### src/rtl/cla_serial_add_if.sv
// cla_serial_add_if: operand/result handshake bundle for the serial CLA add controller
interface cla_serial_add_if #(parameter int WIDTH = 16);
    logic             in_valid;
    logic             in_ready;
    logic [WIDTH-1:0] op_a;
    logic [WIDTH-1:0] op_b;
    logic             sub;
    logic             c_in;
    logic             out_valid;
    logic             out_ready;
    logic [WIDTH-1:0] result;
    logic             c_out;
    logic             ovf;
    logic             busy;
    modport master (
        output in_valid, op_a, op_b, sub, c_in, out_ready,
        input  in_ready, out_valid, result, c_out, ovf, busy
    );
    modport slave (
        input  in_valid, op_a, op_b, sub, c_in, out_ready,
        output in_ready, out_valid, result, c_out, ovf, busy
    );
endinterface

### src/rtl/cla_serial_add_ctrl.sv
// cla_serial_add_ctrl: WIDTH-bit add/sub by time-sharing one 4-bit carry-look-ahead adder, LSB nibble first
module carry_look_ahead_adder_4bits (
    input  logic [3:0] a,
    input  logic [3:0] b,
    input  logic       c_in,
    output logic [3:0] sum,
    output logic       c_out
);
    logic [3:0] g, p, c;
    assign g = a & b;
    assign p = a ^ b;
    assign c[0] = c_in;
    assign c[1] = g[0] | (p[0] & c_in);
    assign c[2] = g[1] | (p[1] & g[0]) | (p[1] & p[0] & c_in);
    assign c[3] = g[2] | (p[2] & g[1]) | (p[2] & p[1] & g[0]) | (p[2] & p[1] & p[0] & c_in);
    assign c_out = g[3] | (p[3] & g[2]) | (p[3] & p[2] & g[1]) | (p[3] & p[2] & p[1] & g[0])
                 | (p[3] & p[2] & p[1] & p[0] & c_in);
    assign sum = p ^ c;
endmodule

module cla_serial_add_ctrl #(parameter int WIDTH = 16) (
    input logic            clk,
    input logic            rst_n,
    cla_serial_add_if.slave bus
);
    localparam int NIBBLES = WIDTH / 4;
    localparam int IW = NIBBLES > 1 ? $clog2(NIBBLES) : 1;
    typedef enum logic [1:0] {IDLE, RUN, DONE} state_t;
    state_t           state_q, state_d;
    logic [IW-1:0]    idx_q, idx_d;
    logic             carry_q, carry_d;
    logic [WIDTH-1:0] a_q, a_d, b_q, b_d, result_q, result_d;
    logic             c_out_q, c_out_d, ovf_q, ovf_d, out_valid_q, out_valid_d;
    logic [3:0]       a_nib, b_nib, sum_nib;
    logic             cy_nib;
    logic             last;

    // pick the operand nibbles addressed by the current pass
    always_comb begin
        a_nib = '0;
        b_nib = '0;
        for (int i = 0; i < NIBBLES; i++)
            if (idx_q == IW'(i)) begin
                a_nib = a_q[4*i +: 4];
                b_nib = b_q[4*i +: 4];
            end
    end

    assign last = idx_q == IW'(NIBBLES - 1);

    carry_look_ahead_adder_4bits u_cla (
        .a(a_nib), .b(b_nib), .c_in(carry_q), .sum(sum_nib), .c_out(cy_nib)
    );

    // sequencer: accept operands, run one nibble per cycle, hold the result until taken
    always_comb begin
        state_d     = state_q;
        idx_d       = idx_q;
        carry_d     = carry_q;
        a_d         = a_q;
        b_d         = b_q;
        result_d    = result_q;
        c_out_d     = c_out_q;
        ovf_d       = ovf_q;
        out_valid_d = out_valid_q;
        case (state_q)
            IDLE: if (bus.in_valid) begin
                a_d      = bus.op_a;
                b_d      = bus.sub ? ~bus.op_b : bus.op_b;
                carry_d  = bus.sub | bus.c_in;
                idx_d    = '0;
                result_d = '0;
                state_d  = RUN;
            end
            RUN: begin
                for (int i = 0; i < NIBBLES; i++)
                    if (idx_q == IW'(i)) result_d[4*i +: 4] = sum_nib;
                carry_d = cy_nib;
                if (last) begin
                    c_out_d     = cy_nib;
                    ovf_d       = (a_q[WIDTH-1] == b_q[WIDTH-1]) && (sum_nib[3] != a_q[WIDTH-1]);
                    out_valid_d = 1'b1;
                    state_d     = DONE;
                end else begin
                    idx_d = idx_q + 1'b1;
                end
            end
            DONE: if (bus.out_ready) begin
                out_valid_d = 1'b0;
                state_d     = IDLE;
            end
            default: state_d = IDLE;
        endcase
    end

    // state and datapath registers; reset aborts any operation in flight
    always_ff @(posedge clk or negedge rst_n) begin
        if (!rst_n) begin
            state_q     <= IDLE;
            idx_q       <= '0;
            carry_q     <= 1'b0;
            a_q         <= '0;
            b_q         <= '0;
            result_q    <= '0;
            c_out_q     <= 1'b0;
            ovf_q       <= 1'b0;
            out_valid_q <= 1'b0;
        end else begin
            state_q     <= state_d;
            idx_q       <= idx_d;
            carry_q     <= carry_d;
            a_q         <= a_d;
            b_q         <= b_d;
            result_q    <= result_d;
            c_out_q     <= c_out_d;
            ovf_q       <= ovf_d;
            out_valid_q <= out_valid_d;
        end
    end

    assign bus.in_ready  = state_q == IDLE;
    assign bus.busy      = state_q != IDLE;
    assign bus.out_valid = out_valid_q;
    assign bus.result    = result_q;
    assign bus.c_out     = c_out_q;
    assign bus.ovf       = ovf_q;
endmodule

### src/flat_wrapper.sv
// flat-port wrapper written by rule: the top's interface ports become plain ports
module cla_serial_add_ctrl_flat 
#(parameter int WIDTH = 16)
  (clk, rst_n, bus_in_valid, bus_op_a, bus_op_b, bus_sub, bus_c_in, bus_out_ready, bus_in_ready, bus_out_valid, bus_result, bus_c_out, bus_ovf, bus_busy);
  cla_serial_add_if #(.WIDTH(WIDTH)) bus_i ();
  input logic clk;
  input logic rst_n;
  input wire logic [$bits(bus_i.in_valid)-1:0] bus_in_valid;
  input wire logic [$bits(bus_i.op_a)-1:0] bus_op_a;
  input wire logic [$bits(bus_i.op_b)-1:0] bus_op_b;
  input wire logic [$bits(bus_i.sub)-1:0] bus_sub;
  input wire logic [$bits(bus_i.c_in)-1:0] bus_c_in;
  input wire logic [$bits(bus_i.out_ready)-1:0] bus_out_ready;
  output wire logic [$bits(bus_i.in_ready)-1:0] bus_in_ready;
  output wire logic [$bits(bus_i.out_valid)-1:0] bus_out_valid;
  output wire logic [$bits(bus_i.result)-1:0] bus_result;
  output wire logic [$bits(bus_i.c_out)-1:0] bus_c_out;
  output wire logic [$bits(bus_i.ovf)-1:0] bus_ovf;
  output wire logic [$bits(bus_i.busy)-1:0] bus_busy;
  assign bus_i.in_valid = bus_in_valid;
  assign bus_i.op_a = bus_op_a;
  assign bus_i.op_b = bus_op_b;
  assign bus_i.sub = bus_sub;
  assign bus_i.c_in = bus_c_in;
  assign bus_i.out_ready = bus_out_ready;
  assign bus_in_ready = bus_i.in_ready;
  assign bus_out_valid = bus_i.out_valid;
  assign bus_result = bus_i.result;
  assign bus_c_out = bus_i.c_out;
  assign bus_ovf = bus_i.ovf;
  assign bus_busy = bus_i.busy;
  cla_serial_add_ctrl #(.WIDTH(WIDTH)) u_core (.clk(clk), .rst_n(rst_n), .bus(bus_i));
endmodule
### config.mk
export PLATFORM = sky130hd
export DESIGN_NAME = cla_serial_add_ctrl_flat
export DESIGN_NICKNAME = d
export VERILOG_FILES = /design/src/rtl/cla_serial_add_if.sv /design/src/rtl/cla_serial_add_ctrl.sv /design/src/flat_wrapper.sv
export SDC_FILE = /design/constraint.sdc
export NUM_CORES = 1
export LEC_CHECK = 0
export ABC_AREA = 1
export CORE_MARGIN = 2
export CORE_UTILIZATION = 55
export DETAILED_ROUTE_END_ITERATION = 12
export MAX_ROUTING_LAYER = met4
export PLACE_DENSITY_LB_ADDON = 0.05
export SKIP_CTS_REPAIR_TIMING = 1
export SKIP_LAST_GASP = 1
export SLEW_MARGIN = 15
export SYNTH_ARGS = -nofsm -noshare
export SYNTH_HDL_FRONTEND = slang
export SYNTH_SLANG_ARGS = --single-unit
export TNS_END_PERCENT = 5
### constraint.sdc
create_clock -name clk -period 4.3 [get_ports clk]
set_input_delay 0.86 -clock clk [delete_from_list [all_inputs] [get_ports clk]]
set_output_delay 0.86 -clock clk [all_outputs]
set_load 0.05 [all_outputs]
After elaboration in Yosys (flattened, before gate mapping)
Cells that the tools add are included.
{"block": "classes", "n_addsub": 1, "n_eq_ne": 14, "muxes": 27, "n_bitwise": 31, "n_reduce_logical": 16}
{"cell": "$mux 4", "n": 12}
{"cell": "$mux 16", "n": 2}
{"cell": "$pmux 16 s2", "n": 1}
{"cell": "$reduce_and 3->1", "n": 7}
{"cell": "$and 1x1->1", "n": 16}
{"cell": "$not 16->16", "n": 1}
{"cell": "$or 1x1->1", "n": 11}
{"cell": "$mux 2", "n": 5}
{"cell": "$ne 2x1->1 const B", "n": 4}
{"cell": "$xor 4x4->4", "n": 2}
{"cell": "$eq 2x2->1 const B", "n": 3}
{"cell": "$ne 2x2->1 const B", "n": 3}
{"cell": "$pmux 2 s3", "n": 1}
{"cell": "$reduce_and 2->1", "n": 3}
{"cell": "$reduce_bool 2->1", "n": 3}
{"cell": "$and 4x4->4", "n": 1}
{"cell": "$eq 2x1->1 const B", "n": 2}
{"cell": "$logic_not 2->1", "n": 2}
{"cell": "$pmux 1 s2", "n": 2}
{"cell": "$pmux 2 s2", "n": 1}
{"cell": "$mux 1", "n": 3}
{"cell": "$add 2x1->2 const B", "n": 1}
{"cell": "$eq 1x1->1", "n": 1}
{"cell": "$logic_and 1x1->1", "n": 1}
{"cell": "$ne 1x1->1", "n": 1}
{"block": "totals", "ff_bits": 56, "input_bits": 38, "output_inout_bits": 21, "wordCells": 101}

Depth between registers and ports, before layout
Gate-level depths: netlist of run 1.
{"block": "logic_depth", "depth_word": 13, "ltp_mapped": 18, "depth_no_buf": 18}

By module
Synthesis of run 1 repeated with hierarchy kept, for this count alone.
{"block": "unflattened", "hier_cells": 383, "area_unflattened_um2": 2994.1}
{"module": "cla_serial_add_ctrl", "n_inst": 1, "cells_each": 352, "area_each_um2": 2805.2, "seq_area_each_um2": 1401.3}
{"module": "carry_look_ahead_adder_4bits", "n_inst": 1, "cells_each": 31, "area_each_um2": 188.9, "seq_area_each_um2": 0.0}

Least setup slack after synthesis of run 1
OpenSTA, ideal clock, no wires.
{"block": "synth_path", "path_kind": "register to register", "from": "reg u_core.idx_q[0]", "to": "reg u_core.carry_q", "setup_time_ns": 0.123, "arrival_ns": 2.201, "required_time_ns": 4.177, "path_slack_ns": 1.976, "path_stages_with_launch": 15, "n_path_buf": 1, "period_less_slack_ns": 2.324, "path_cell_list": "dfrtp_1 > inv_1 > ha_1 > clkbuf_1 > a21oi_1 > nand2_1 > o21ai_0 > o21ai_0 > ha_1 > nand4_1 > nand2_1 > nand2_1 > nand2_1 > o21ai_0 > nand2_1"}
{"block": "synth_between", "elab_chain_len": 12, "word_cells_on_any_way": 26, "cone_classes": "eq/ne (3); mux (9); bitwise (13); reduce/logical (1)"}
{"item": "start, declared", "line": "cla_serial_add_ctrl.sv:30", "text": "logic [IW-1:0] idx_q, idx_d;"}
{"item": "start signal, assigned", "line": "cla_serial_add_ctrl.sv:110", "text": "idx_q <= idx_d;"}
{"item": "$logic_not 2->1", "line": "cla_serial_add_ctrl.sv:43", "text": "if (idx_q == IW'(i)) begin"}
{"item": "$mux 4 (4 in a row)", "line": "cla_serial_add_ctrl.sv:43"}
{"item": "$xor 4x4->4 or $and 4x4->4 (tied branches)", "line": "cla_serial_add_ctrl.sv:11, cla_serial_add_ctrl.sv:10"}
{"item": "$and 1x1->1, on equally long branches", "line": "cla_serial_add_ctrl.sv:16, cla_serial_add_ctrl.sv:17"}
{"item": "$or 1x1->1 (tied with other cells) (2 in a row)", "line": "cla_serial_add_ctrl.sv:16", "text": "assign c_out = g[3] | (p[3] & g[2]) | (p[3] & p[2] & g[1]) | (p[3] & p[2] & p[1] & g[0])"}
{"item": "$or 1x1->1 or $and 1x1->1 (tied branches)", "line": "cla_serial_add_ctrl.sv:16, cla_serial_add_ctrl.sv:17"}
{"item": "$or 1x1->1 (*)", "line": "cla_serial_add_ctrl.sv:17", "text": "| (p[3] & p[2] & p[1] & p[0] & c_in);"}
{"item": "$pmux 1 s2 (*)", "line": "cla_serial_add_ctrl.sv:66", "text": "case (state_q)"}
{"item": "end signal, assigned", "line": "cla_serial_add_ctrl.sv:111", "text": "carry_q <= carry_d;"}
{"item": "end, declared", "line": "cla_serial_add_ctrl.sv:31", "text": "logic carry_q, carry_d;"}
Mark *: on every way between the ends. The rest lies on a longest branch, timed or not.
A chain may end at the register's enable or synchronous reset.

Worst setup path after layout of run 1
{"block": "layout_path", "from": "reg u_core.idx_q[1]", "to": "reg u_core.carry_q"}
Same word-level chain as after synthesis.

==> reports/summary.txt, run 1 <==
Status -> finished clean
Ratio of cells with drive above 1 in the final layout -> 0.0651
Register bit count reported by yosys -> 56
Setup TNS -> 0 ns
Worst hold-check path type -> reg2reg
Vias in the first global route -> 2164
Synth Warn # -> 0
DRC Markers -> 0
# diodes -> 0
Register area share after synthesis -> 0.503
Antenna violations before repair -> 0
Worst skew pair latency -> 0.31 ns
Slew Viols, Final -> 0
Mapped Nets -> 376
Core Box Area -> 4820 µm²
Congestion Overflow GR -> 0
Area after DPL -> 3360 µm²
Commonest non-fill, non-tap cell in the layout -> nand2_1
CP startpoint kind -> flip-flop
Cell Pwr Density -> 822 nW/µm²
Relative slew slack -> 0.345
Commonest cells after routing, fill and taps aside -> nand2_1, clkdlybuf4s50_1, dfrtp_1
Worst Skew -> 0.00682 ns
Reg clk slew, reported paths -> 0.09 ns
Cell taking the most area after synthesis -> dfrtp_1
Syn Inst Count -> 329
I/O Buffers -> 58
Final ANT Viol Nets -> 0
Final min period -> 2.79 ns
Worst Max-Slew Pin Slew -> 0.979 ns
Final Cycle Share -> 0.649
Fraction of power spent switching nets -> 0.485
CP arrival -> 2.98 ns
Placed instance count -> 443
Largest net degree at the start of global routing -> 57
Sequential power share -> 0.322
Post-DP HPWL -> 4.12 mm
VDD IR-drop max -> 0.422 mV
Logic pwr share -> 0.575
Max cap viols -> 0
Final WL -> 5.51 mm
Max Root-Sink Buffers -> 2
Synthesized area -> 2790 µm²
Global placement routability congestion -> 0.818
Unrepaired setup endpoints after global routing -> false
Final setup viols -> 0
Root Buffer -> clkbuf_8
Via Count -> 2274
Fin. Hold Viols -> 0
Worst EP required -> 4.50 ns
Worst Setup End Kind -> flip-flop
Largest cells by area after synthesis -> dfrtp_1, nand2_1, xnor2_1
DR iter-0 viols -> 126
Crit-path max FO -> 10
Mean Syn Cell Area -> 8.47 µm²
P_sw -> 0.00138 W
CTS Sinks -> 56
Pint -> 0.00146 W
Fill count -> 415
Non-filler cells, final -> 451
CTS H-tree lvls -> 2
Clk pwr share -> 0.103
Initial Util -> 0.578
Nets@finish -> 430
Synth unique cells -> 26
CTS tree -> done
Lkg Pwr -> 1.65 nW
Area Growth Syn to Fin -> 24.0%
FP Rows -> 25
Via-to-Cell Ratio -> 5.04
Yosys top cell area share -> 0.503
IO Count -> 59
Post-route cell area -> 3450 µm²
Total track usage -> 0.223
WL/cell -> 12.2 µm
First-pass GRT wire length -> 9.40 mm
First drt pass iteration count -> 4
Peak Freq -> 359 MHz
CTS buffer count -> 5
CP Class -> reg2reg
Die Span Y -> 75.2 µm
Die area -> 5650 µm²
Die X -> 75.2 µm
## layout make-up
type                       count  area [µm²]  share of cell area
sequential                    56        1400               0.406
tap                           67        83.8              0.0243
timing repair buffer          59         583               0.169
inverter                      19        73.8              0.0214
multi-input combinational    242        1220               0.353
clock inverter                 2        10.0             0.00290
clock buffer                   6        82.6              0.0239
## through the flow
step / setup slack [ns] / util / power, W / hold WS (ns)
after floorplan: 1.98 / - / 0.00213 / 0.444
after global placement: 1.63 / 0.698 / 0.00251 / 0.455
after detailed placement: 1.54 / 0.698 / 0.00256 / 0.457
after CTS: 1.52 / 0.717 / 0.00285 / 0.479
after global routing: 1.26 / 0.717 / 0.00308 / 0.498
final: 1.51 / 0.717 / 0.00284 / 0.474
## Yosys cell counts
| library cell | instances |
|---|---|
| buf_2 | 2 |
| clkbuf_4 | 1 |
| or2_0 | 1 |
| inv_2 | 5 |
| ha_1 | 8 |
| nand2_1 | 125 |
| inv_1 | 13 |
| clkbuf_2 | 1 |
| buf_4 | 2 |
| nor2_1 | 10 |
| nor2_2 | 1 |
| inv_4 | 1 |
| nand4_1 | 1 |
| clkbuf_1 | 2 |
| o21ai_2 | 4 |
| a22oi_1 | 2 |
| o21ai_0 | 20 |
| nor2_4 | 2 |
| dfrtp_1 | 56 |
| buf_6 | 4 |
| xnor2_1 | 17 |
| nand2_2 | 2 |
| o21ai_1 | 20 |
| a21oi_1 | 17 |
| fa_1 | 1 |
| nand3_1 | 11 |
## worst paths after layout
path | from | end | slack, ns | cells after the start
max | u_core.idx_q[1] | u_core.carry_q | 1.51 | 15
min | u_core.bus.out_valid | u_core.bus.out_valid | 0.47 | 2
max reg2reg | u_core.idx_q[1] | u_core.carry_q | 1.51 | 15
min reg2reg | u_core.bus.out_valid | u_core.bus.out_valid | 0.47 | 2
max in group asynchronous | rst_n | u_core.a_q[14] | 2.89 | 2
min in group asynchronous | rst_n | u_core.b_q[0] | 0.70 | 1
## registers in the layout, summed over array words and instances (netlist names)
name and flops:
u_core.carry_q 1, u_core.bus.ovf 1, u_core.b_q 16, u_core.bus.result 16
u_core.idx_q 2, u_core.a_q 16, u_core.state_q 2, u_core.bus.c_out 1
u_core.bus.out_valid 1
## worst max-delay path, cell delays in order, from the launching register on
cell	delay [ns]
dfrtp_1	0.41
inv_1	0.11
ha_1	0.47
nor2_4	0.13
a22oi_1	0.16
nand2_1	0.06
o21ai_0	0.10
a21oi_1	0.10
ha_1	0.35
or2_0	0.21
nand2_1	0.11
nand2_1	0.08
nand2_1	0.10
nand2_1	0.08
o21ai_0	0.15
nand2_1	0.07
## cell families (layout without fill, tap and decap cells)
logic type / after synthesis / in the layout / synth area share
adder cells (fa/ha/maj): 9 / 9 / 0.0431
AND/OR/NAND/NOR: 153 / 153 / 0.221
XOR/XNOR: 17 / 17 / 0.0535
flip-flops: 56 / 56 / 0.503
buffers and inverters: 31 / 86 / 0.0589
AO/OA/AOI/OAI: 63 / 63 / 0.120
## per-layer routing
metal / track usage / up-vias / share of wire / wire (µm)
li1: - / 1162 / - / -
met1: 0.284 / 1050 / 0.46 / 2560
met2: 0.364 / 49 / 0.47 / 2620
met3: 0.0295 / 13 / 0.037 / 205
met4: 0.0838 / 0 / 0.023 / 127
met5: - / - / 0 / 0
## power by group through the flow
stage | clock [W] | sequential, W | combinational [W]
finish | 0.000293 | 0.000914 | 0.00163
global route | 0.000314 | 0.000941 | 0.00183
CTS | 0.000295 | 0.000913 | 0.00164
detailed placement | 0 | 0.000921 | 0.00164
global placement | 0 | 0.000919 | 0.00159
floorplan | 0 | 0.00112 | 0.00101
No activity file was read; power rests on OpenSTA's default activity.
==> run 2, diff against run 1 <==
--- a/config.mk
+++ b/config.mk
@@ -7,7 +7,7 @@
 export LEC_CHECK = 0
 export ABC_AREA = 1
 export CORE_MARGIN = 2
-export CORE_UTILIZATION = 55
+export CORE_UTILIZATION = 46
 export DETAILED_ROUTE_END_ITERATION = 12
 export MAX_ROUTING_LAYER = met4
 export PLACE_DENSITY_LB_ADDON = 0.05
==> constraint.sdc (replaced) <==
create_clock -name clk -period 2.35 [get_ports clk]
set_input_delay 0.47 -clock clk [delete_from_list [all_inputs] [get_ports clk]]
set_output_delay 0.47 -clock clk [all_outputs]
set_load 0.05 [all_outputs]
==> reports/summary.txt, run 2 (same netlist as run 1, synthesis figures left out) <==
Status -> complete, but fails checks
Failing checks -> setup timing
Cell repeated most along the worst path -> a21oi_1
Final WL -> 5.85 mm (+6.1%)
Metal-1 WL -> 2.86 mm (+12%)
Buffers & Inverters on Critical Path -> 3 (+2)
# diodes -> 0 (unchanged)
Worst hold-check path type -> in2async
Non-filler cells, final -> 480 (+6.4%)
Relative slew slack -> 0.547 (+0.202)
Final Cycle Share -> 1.05 (+0.398)
Final setup viols -> 19 (+19)
Largest stage delay, worst path -> 0.40 ns (-0.07 ns)
Slew Viols, Final -> 0 (unchanged)
WL/cell -> 12.2 µm (-0.31%)
CP Class -> reg2reg
CTS tree -> done
Worst Setup End Kind -> flip-flop
Multi-input combinational cell area -> 1290 µm² (+5.4%)
VDD IR-drop max -> 0.753 mV (+78%)
Congestion Overflow GR -> 0 (unchanged)
Fill count -> 547 (+32%)
Die Span Y -> 81.8 µm (+8.8%)
Crit path capture -> u_core.carry_q
Vias in the first global route -> 2041 (-5.7%)
Top Family by Delay on Critical Path -> adder cells
WHS -> 0.190 ns (-0.284 ns)
Max Root-Sink Buffers -> 2 (unchanged)
Lkg Pwr -> 1.78 nW (+7.6%)
Via-to-Cell Ratio -> 4.78 (-5.1%)
Worst slack at placement -> -0.131 ns (-1.67 ns)
Post-DP HPWL -> 4.44 mm (+7.8%)
Worst Max-Slew Pin Slew -> 0.679 ns (-0.300 ns)
Peak Freq -> 406 MHz (+13%)
CTS buffer count -> 5 (unchanged)
RR Startpoint -> u_core.idx_q[0]
CP Launch Point -> u_core.idx_q[0]
Nets@finish -> 452 (+5.1%)
CTS Sinks -> 56 (unchanged)
First drt pass iteration count -> 4 (unchanged)
I/O Buffers -> 58 (unchanged)
Final setup margin -> -0.110 ns (-1.62 ns)
DRC Markers -> 0 (unchanged)
Crit-path max FO -> 8 (-2)
Ratio of cells with drive above 1 in the final layout -> 0.151 (+0.0855)
Largest net degree at the start of global routing -> 43 (-25%)
Reg clk slew, reported paths -> 0.10 ns (about the same)
Crit-path cells -> inv_2, buf_4, ha_1, buf_4, a21oi_1, a21oi_1, a21oi_1, ha_1, nand4_1, nand2_2, nand2_4, nand2_2, o21ai_1, nand2_1
Top layer reached by signal wires -> met4
Max cap viols -> 0 (unchanged)
Die area -> 6690 µm² (+18%)
Worst EP required -> 2.55 ns (-1.95 ns)
Worst r2r path cells -> 14 (-1)
IO Count -> 59 (unchanged)
Stages on the worst setup path -> 14 (-1)
CP arrival -> 2.66 ns (-0.32 ns)
Antenna violations before repair -> 0 (unchanged)
Worst skew pair latency -> 0.31 ns (about the same)
FP Rows -> 28 (+12%)
FF+latch area -> 1400 µm² (unchanged)
R2R setup slack -> -0.11 ns (-1.62 ns)
DR WL met2 -> 2.69 mm (+2.7%)
First-pass GRT wire length -> 9.63 mm (+2.4%)
CP startpoint kind -> flip-flop
Fin. Hold Viols -> 0 (unchanged)
Total power -> 0.00582 W (+100%)
FF-to-FF End -> u_core.carry_q
Core Box Area -> 5890 µm² (+22%)
Global placement routability congestion -> 0.916 (+12%)
Total track usage -> 0.192 (-0.0301)
Critical path's slowest cell -> dfrtp_1
Final min period -> 2.46 ns (-0.329 ns)
Die X -> 81.8 µm (+8.8%)
Worst Skew -> 0.00624 ns (-0.000584 ns)
Commonest cells after routing, fill and taps aside -> nand2_1, clkdlybuf4s50_1, dfrtp_1
Wire length on met3 -> 202 µm (-1.5%)
Final ANT Viol Nets -> 0 (unchanged)
Root Buffer -> clkbuf_8
DR iter-0 viols -> 118 (-6.3%)
Unrepaired setup endpoints after global routing -> true
Placed instance count -> 469 (+5.9%)
Cell Pwr Density -> 1570 nW/µm² (+91%)
Initial Util -> 0.473 (-0.105)
Commonest non-fill, non-tap cell in the layout -> nand2_1
Area Growth Syn to Fin -> 33.2%
Via Count -> 2296 (+0.97%)
CTS H-tree lvls -> 2 (unchanged)
## run 2: per-layer routing
metal | vias up | track usage
met5 | - | -
met4 | 0 | 0.0600
met3 | 11 | 0.0418
met2 | 44 | 0.289
met1 | 1036 | 0.262
li1 | 1205 | -
## run 2: final cells by class
| type | instances | area share |
|---|---|---|
| flip-flops and latches | 56 | 0.378 |
| multi-input cells | 242 | 0.347 |
| repair buffers | 81 | 0.208 |
| well taps | 75 | 0.0253 |
| inverters | 19 | 0.0199 |
| clock buffers | 5 | 0.0185 |
| clock inverters | 2 | 0.00337 |
## run 2: through the flow
stage          area (µm²)  setup TNS [ns]  utilization
2_1_floorplan        2790               0            -
3_3_place_gp         3530         -0.0329        0.600
3_5_place_dp         3530           -1.16        0.600
4_1_cts              3610           -1.50        0.614
5_1_grt              3710           -4.34        0.630
6_report             3710           -1.20        0.630
## run 2: how the worst min path moves through the flow
stage                               from                    to  slack [ns]  cells past startpoint
detailed placement  u_core.bus.out_valid  u_core.bus.out_valid        0.46                      2
global route                       rst_n        u_core.a_q[13]        0.24                      1
floorplan                          rst_n         u_core.a_q[0]        0.17                      0
finish                             rst_n     u_core.state_q[1]        0.19                      1
global placement    u_core.bus.out_valid  u_core.bus.out_valid        0.46                      2
CTS                                rst_n     u_core.state_q[1]        0.22                      1
## run 2: power breakdown
part	total, W	leakage (nW)	switching [W]	internal (W)
Clock	0.000505	0.0400	0.000302	0.000203
Sequential	0.00168	0.704	0.000278	0.00140
Combinational	0.00363	1.03	0.00217	0.00146
Total	0.00582	1.78	0.00275	0.00307
